<file path="config.mk">
export PLATFORM = sky130hd
export DESIGN_NAME = cyber_player
export DESIGN_NICKNAME = d
export VERILOG_FILES = /design/src/rtl/cyber_pkg.sv /design/src/rtl/tick_div.sv /design/src/rtl/cyber_player.sv
export SDC_FILE = /design/constraint.sdc
export NUM_CORES = 1
export LEC_CHECK = 0
export CAP_MARGIN = 0
export CORE_MARGIN = 10
export CORE_UTILIZATION = 45
export DETAILED_ROUTE_END_ITERATION = 8
export MAX_ROUTING_LAYER = met4
export PLACE_DENSITY = 0.95
export SLEW_MARGIN = 5
export SYNTH_ARGS = -nofsm -noshare
export SYNTH_HDL_FRONTEND = slang
export SYNTH_HIERARCHICAL = 1
export SYNTH_SLANG_ARGS = --single-unit
</file>
<file path="constraint.sdc">
create_clock -name clk -period 4 [get_ports clk]
set_clock_uncertainty 0.1 [all_clocks]
set_input_delay 0.8 -clock clk [delete_from_list [all_inputs] [get_ports clk]]
set_output_delay 0.8 -clock clk [all_outputs]
set_load 0.1 [all_outputs]
</file>
<file path="src/rtl/cyber_pkg.sv">
// Shared types and widths for the cyber_player automated opponent.
package cyber_pkg;

    typedef enum logic [1:0] {
        IDLE,
        PRESS,
        COOLD
    } cp_state_t;

    localparam int CP_WIDTH = 10;
    localparam int CP_CNT_W = 16;

endpackage

</file>
<file path="src/rtl/tick_div.sv">
// Free-running clock divider producing a one-cycle strobe every DIV cycles.
// The strobe is registered: it is high in the cycle after the counter shows DIV-1.
module tick_div #(
    parameter int DIV = 4
) (
    input  logic clk,
    input  logic reset,
    output logic tick
);

    localparam int W = (DIV > 1) ? $clog2(DIV) : 1;

    logic [W-1:0] div_cnt;
    logic         wrap;

    assign wrap = (div_cnt == W'(DIV - 1));

    // Count 0..DIV-1 and register the wrap point as the strobe.
    always_ff @(posedge clk) begin
        if (!reset) begin
            div_cnt <= '0;
            tick    <= 1'b0;
        end else begin
            tick    <= wrap;
            div_cnt <= wrap ? '0 : div_cnt + 1'b1;
        end
    end

endmodule

</file>
<file path="src/rtl/cyber_player.sv">
// Automated reaction-game opponent: steps the LFSR, compares each fresh value
// against a threshold and issues a fixed-length press followed by a cooldown.
// Optional press statistics are built when CYBER_PLAYER_STATS_EN is defined;
// otherwise press_count is a constant zero.
module cyber_player
    import cyber_pkg::*;
#(
    parameter int WIDTH           = CP_WIDTH,
    parameter int TICK_DIV        = 4,
    parameter int PRESS_CYCLES    = 3,
    parameter int COOLDOWN_CYCLES = 2
) (
    input  logic                clk,
    input  logic                reset,
    input  logic                active,
    input  logic [WIDTH-1:0]    threshold,
    input  logic [WIDTH-1:0]    rnd,
    output logic                lfsr_en,
    output logic                press,
    output logic [CP_CNT_W-1:0] press_count
);

    localparam int HC_MAX = (PRESS_CYCLES > COOLDOWN_CYCLES) ? PRESS_CYCLES : COOLDOWN_CYCLES;
    localparam int HC_W   = (HC_MAX > 1) ? $clog2(HC_MAX) : 1;

    cp_state_t       state, state_nxt;
    logic [HC_W-1:0] hc, hc_nxt;
    logic            sample_v;
    logic            hit;

    tick_div #(
        .DIV (TICK_DIV)
    ) u_tick_div (
        .clk   (clk),
        .reset (reset),
        .tick  (lfsr_en)
    );

    // rnd already holds the post-step value in the cycle after the strobe.
    assign hit = sample_v && (rnd < threshold);

    // Next-state logic; dropping active overrides every FSM transition.
    always_comb begin
        state_nxt = state;
        hc_nxt    = hc;
        if (!active) begin
            state_nxt = IDLE;
            hc_nxt    = '0;
        end else begin
            case (state)
                IDLE: begin
                    if (hit) begin
                        state_nxt = PRESS;
                        hc_nxt    = '0;
                    end
                end
                PRESS: begin
                    if (hc == HC_W'(PRESS_CYCLES - 1)) begin
                        state_nxt = COOLD;
                        hc_nxt    = '0;
                    end else begin
                        hc_nxt = hc + 1'b1;
                    end
                end
                COOLD: begin
                    if (hc == HC_W'(COOLDOWN_CYCLES - 1)) begin
                        state_nxt = IDLE;
                        hc_nxt    = '0;
                    end else begin
                        hc_nxt = hc + 1'b1;
                    end
                end
                default: begin
                    state_nxt = IDLE;
                    hc_nxt    = '0;
                end
            endcase
        end
    end

    // State, hold counter, sample-valid delay and the registered press output.
    always_ff @(posedge clk) begin
        if (!reset) begin
            state    <= IDLE;
            hc       <= '0;
            sample_v <= 1'b0;
            press    <= 1'b0;
        end else begin
            state    <= state_nxt;
            hc       <= hc_nxt;
            sample_v <= lfsr_en;
            press    <= (state_nxt == PRESS);
        end
    end

`ifdef CYBER_PLAYER_STATS_EN
    logic [CP_CNT_W-1:0] cnt;

    // Count IDLE->PRESS transitions, holding at all-ones.
    always_ff @(posedge clk) begin
        if (!reset) begin
            cnt <= '0;
        end else if ((state == IDLE) && (state_nxt == PRESS) && (cnt != '1)) begin
            cnt <= cnt + 1'b1;
        end
    end

    assign press_count = cnt;
`else
    assign press_count = '0;
`endif

endmodule

</file>
==> impl.org <==
** Global route
- Antenna violations before repair :: 0
- Pin count of the biggest net entering global routing :: 12
- The first global-routing pass estimated 3560 um of wire.
- Via count of the first global-routing pass :: 807
- The total overflow left after global routing is 0.
- In the global route stage, overall resource usage came out at 0.1053.

** Routing
- Violation count after the first detailed-routing iteration :: 29
- After detailed routing, the number of remaining DRC violations is 0.
- Total Routed Length :: 2131 um
- Detailed-router iteration count before antenna repair :: 4
- Wire per inst :: 13.40 um
- After detailed routing, the number of vias per cell comes to 5.057.
- Once detail routing completed, the nets flagged for antenna violations numbered 0.
- For this block, the via count after detailed routing is 804.

** Floorplanning
- Area of the placeable core :: 0.001962 mm2
- Row generation in the floorplan step produced 16 rows.
- Number of ports placed on the die boundary :: 41
- Die span in x :: 65.33 um
- Die area :: 0.004268 mm2
- The initial utilization of the core area, before any placement, comes to 0.4713.
- The die is 65.33 um tall.

** Layout
- Number of diodes :: 0
- Number of nets at the end of the flow :: 170
- Relative to the synthesized area, the layout overhead comes to 25.57%.
- Fill count :: 183
- In the final layout, the share of cells above drive strength 1 is 0.1136.
- After the flow finishes, the layout carries non-filler instances totaling 159.
- The multi-input combinational cells in the finished layout cover a total of 631.9 um2.
- Register area :: 180.2 um2
- End-of-flow core utilization :: 0.5918

** Power and ir drop
- Power per unit of standard cell area :: 257.0 mW/mm2
- The share of total power dissipated in sequential elements is 0.317.
- Total Power Consumption :: 298.4 uW
- Of the total power, the share spent switching nets is 0.4356.
- Of the total power, combinational logic draws 0.438.
- Fraction of power consumed by the clock network :: 0.246
- Switching power of the nets :: 130.0 uW
- Maximum vdd ir drop :: 0.0001933 V
- The internal portion of the total power is 168.4 uW.
- Leakage :: 0.0005289 uW

** Timing
- Slew HR :: 0.3510
- The smallest clock period supported by the final layout is computed as 2.625 ns.
- Final worst hold slack :: 0.3449 ns
- Part of the cycle the worst path needs :: 0.6563
- The number of max-slew violations in the final report was 0.
- Hold Violations, Final :: 0
- Tightest Pin Transition :: 0.9705 ns
- Setup violation total in the final timing report :: 0
- Total negative slack :: 0 ns
- Unrepaired setup endpoints after global routing :: no
- Based on the critical path, the design can be clocked at up to 380.9 MHz.

** Synthesis
- A synthesized cell averages 8.806 um2.
- Share of the synthesized area in the top cell type :: 0.1949
- Post-synthesis instance area :: 924.6 um2
- Register area share after synthesis :: 0.1949
- Ranked by total cell area, the synthesized netlist is headed by sky130_fd_sc_hd__dfxtp_1 (19%), sky130_fd_sc_hd__ha_1 (19%), sky130_fd_sc_hd__buf_4 (13%).
- Netlist cell types :: 40
- By instance count, the leading cell after synthesis is sky130_fd_sc_hd__buf_4.
- FFs w/ async S/R, synth :: 0
- For this run, the number of Yosys warnings is 6.
- Synthesis produced a netlist whose cell count is 105.
- Counting instances in the post-synthesis netlist gives the leading cell types as sky130_fd_sc_hd__buf_4 (16), sky130_fd_sc_hd__ha_1 (14), sky130_fd_sc_hd__inv_1 (13).
- After synthesis the netlist holds a flip-flop and latch count of 9.
- Counting flops with a built-in enable in the synthesized netlist gives 0.
- Dominant synthesized flop cell :: sky130_fd_sc_hd__dfxtp_1
- The largest total area in the synthesized netlist belongs to sky130_fd_sc_hd__dfxtp_1.

** Min path
- The startpoint identified for the worst hold timing path is u_tick_div/div_cnt[0].
- Hold/Removal Path Class :: reg -> reg

** Setup path
- CP peak stage delay :: 1.13 ns
- CP top delay family :: buffers and inverters
- STA classifies the critical path endpoint as a primary output.
- In this run the worst path has a maximum fanout of 2.
- Critical path data arrival time :: 1.73 ns
- Data on the critical path is required at its endpoint by 3.10 ns.
- In this run the worst setup path begins at u_tick_div/tick.
- Number of buffers and inverters on the critical path :: 1
- Startpoint type of the worst setup path :: register
- The critical path goes through clkdlybuf4s50_1.
- The worst register-to-register path begins at state[0].
- Library cell contributing the largest single delay on the critical path :: sky130_fd_sc_hd__clkdlybuf4s50_1
- Kind of critical path :: reg -> out

** Clock network
- Post-CTS sizing :: 0
- CTS tree :: built
- For the worst-skew pair, the clock arrives at the later sink with an insertion delay of 0.27 ns.
- Number of H-tree branching levels :: 1
- Setup bufs post-CTS :: 0
- Clock sink count :: 9
- The longest clock path from root to sink contains 2 buffers.
- Clock-pin slew was measured on the worst setup and hold paths at 0.06 ns.
- After clock tree synthesis, the flow added hold-fix buffers numbering 0.
- The tree is rooted in a sky130_fd_sc_hd__clkbuf_4.
- Number of buffers created by CTS :: 3

** Place
- Input and output buffers added on the ports amount to 24.
- Detailed-placement wirelength estimate :: 1851 um
- Counting tap cells, the placed design contains a total of 155 instances.
- Final RePlAce weighted congestion :: 0.8570

** Outcome
- The run finished with clean final reports.

** Job
- Max Cap Viol :: 0
through the flow:
| step | area, um2 | setup slack, ns |
|---|---|---|
| final | 1161 | 1.375 |
| after global routing | 1161 | 1.341 |
| after CTS | 1161 | 1.366 |
| after detailed placement | 1135 | 1.173 |
| after global placement | 1135 | 1.269 |
| after floorplan | 980.9 | 1.810 |
registers in the layout, summed over array words and instances (netlist names):
signal	count
u_tick_div/tick	1
press	1
state	2
u_tick_div/div_cnt	2
sample_v	1
hc	2
routing by layer:
metal,GRT usage,part of all wire,wire (um),vias up
met5,-,0,0,-
met4,0.04545,0.019,40,0
met3,0.04576,0.082,174,6
met2,0.1854,0.54,1160,33
met1,0.09751,0.35,755,369
li1,-,-,-,396
kinds of logic after synthesis:
family          share of synthesized area
mux                               0.01083
simple gates                       0.2016
fa+ha+maj                          0.1894
compound gates                     0.2165
flops                              0.1949
other cells                      0.004056
buf+inv                            0.1827
power groups by stage:
| stage | Combinational, uW | Clock, uW | Sequential [uW] |
|---|---|---|---|
| 3_5_place_dp | 130 | 0 | 96.5 |
| 3_3_place_gp | 127 | 0 | 96.3 |
| 6_report | 131 | 73.3 | 94.5 |
| 2_1_floorplan | 108 | 0 | 99.3 |
| 4_1_cts | 130 | 73.4 | 94.5 |
| 5_1_grt | 140 | 80.7 | 94.7 |
path summary, 6_finish.rpt:
kind / slack (ns) / end / cells after the start
max: 1.37 / lfsr_en / 1
min: 0.34 / u_tick_div/div_cnt[0] / 1
max reg2reg: 2.33 / state[0] / 5
min reg2reg: 0.34 / u_tick_div/div_cnt[0] / 1
placed cells by master (no fill, tap or decap), types with 2 or more instances in the layout:
| cell | netlist | routed |
|---|---|---|
| sky130_fd_sc_hd__o21ai_0 | 3 | 3 |
| sky130_fd_sc_hd__a211oi_2 | 3 | 3 |
| sky130_fd_sc_hd__clkdlybuf4s50_1 | 0 | 24 |
| sky130_fd_sc_hd__nor2_1 | 5 | 5 |
| sky130_fd_sc_hd__ha_1 | 14 | 14 |
| sky130_fd_sc_hd__nand4_1 | 3 | 3 |
| sky130_fd_sc_hd__inv_1 | 13 | 13 |
| sky130_fd_sc_hd__dfxtp_1 | 9 | 9 |
| sky130_fd_sc_hd__conb_1 | 1 | 16 |
| sky130_fd_sc_hd__nand3_1 | 2 | 2 |
| sky130_fd_sc_hd__a211oi_1 | 2 | 2 |
| sky130_fd_sc_hd__nand2b_1 | 3 | 3 |
| sky130_fd_sc_hd__nor2b_1 | 4 | 4 |
| sky130_fd_sc_hd__clkbuf_4 | 0 | 3 |
cell type report:
type / instances / area share
Multi-Input combinational cell: 82 / 0.5442
Clock buffer: 4 / 0.02263
Timing Repair Buffer: 24 / 0.2069
Tap cell: 27 / 0.02909
Inverter: 13 / 0.04203
Sequential cell: 9 / 0.1552
(Power assumes the default switching activity.)
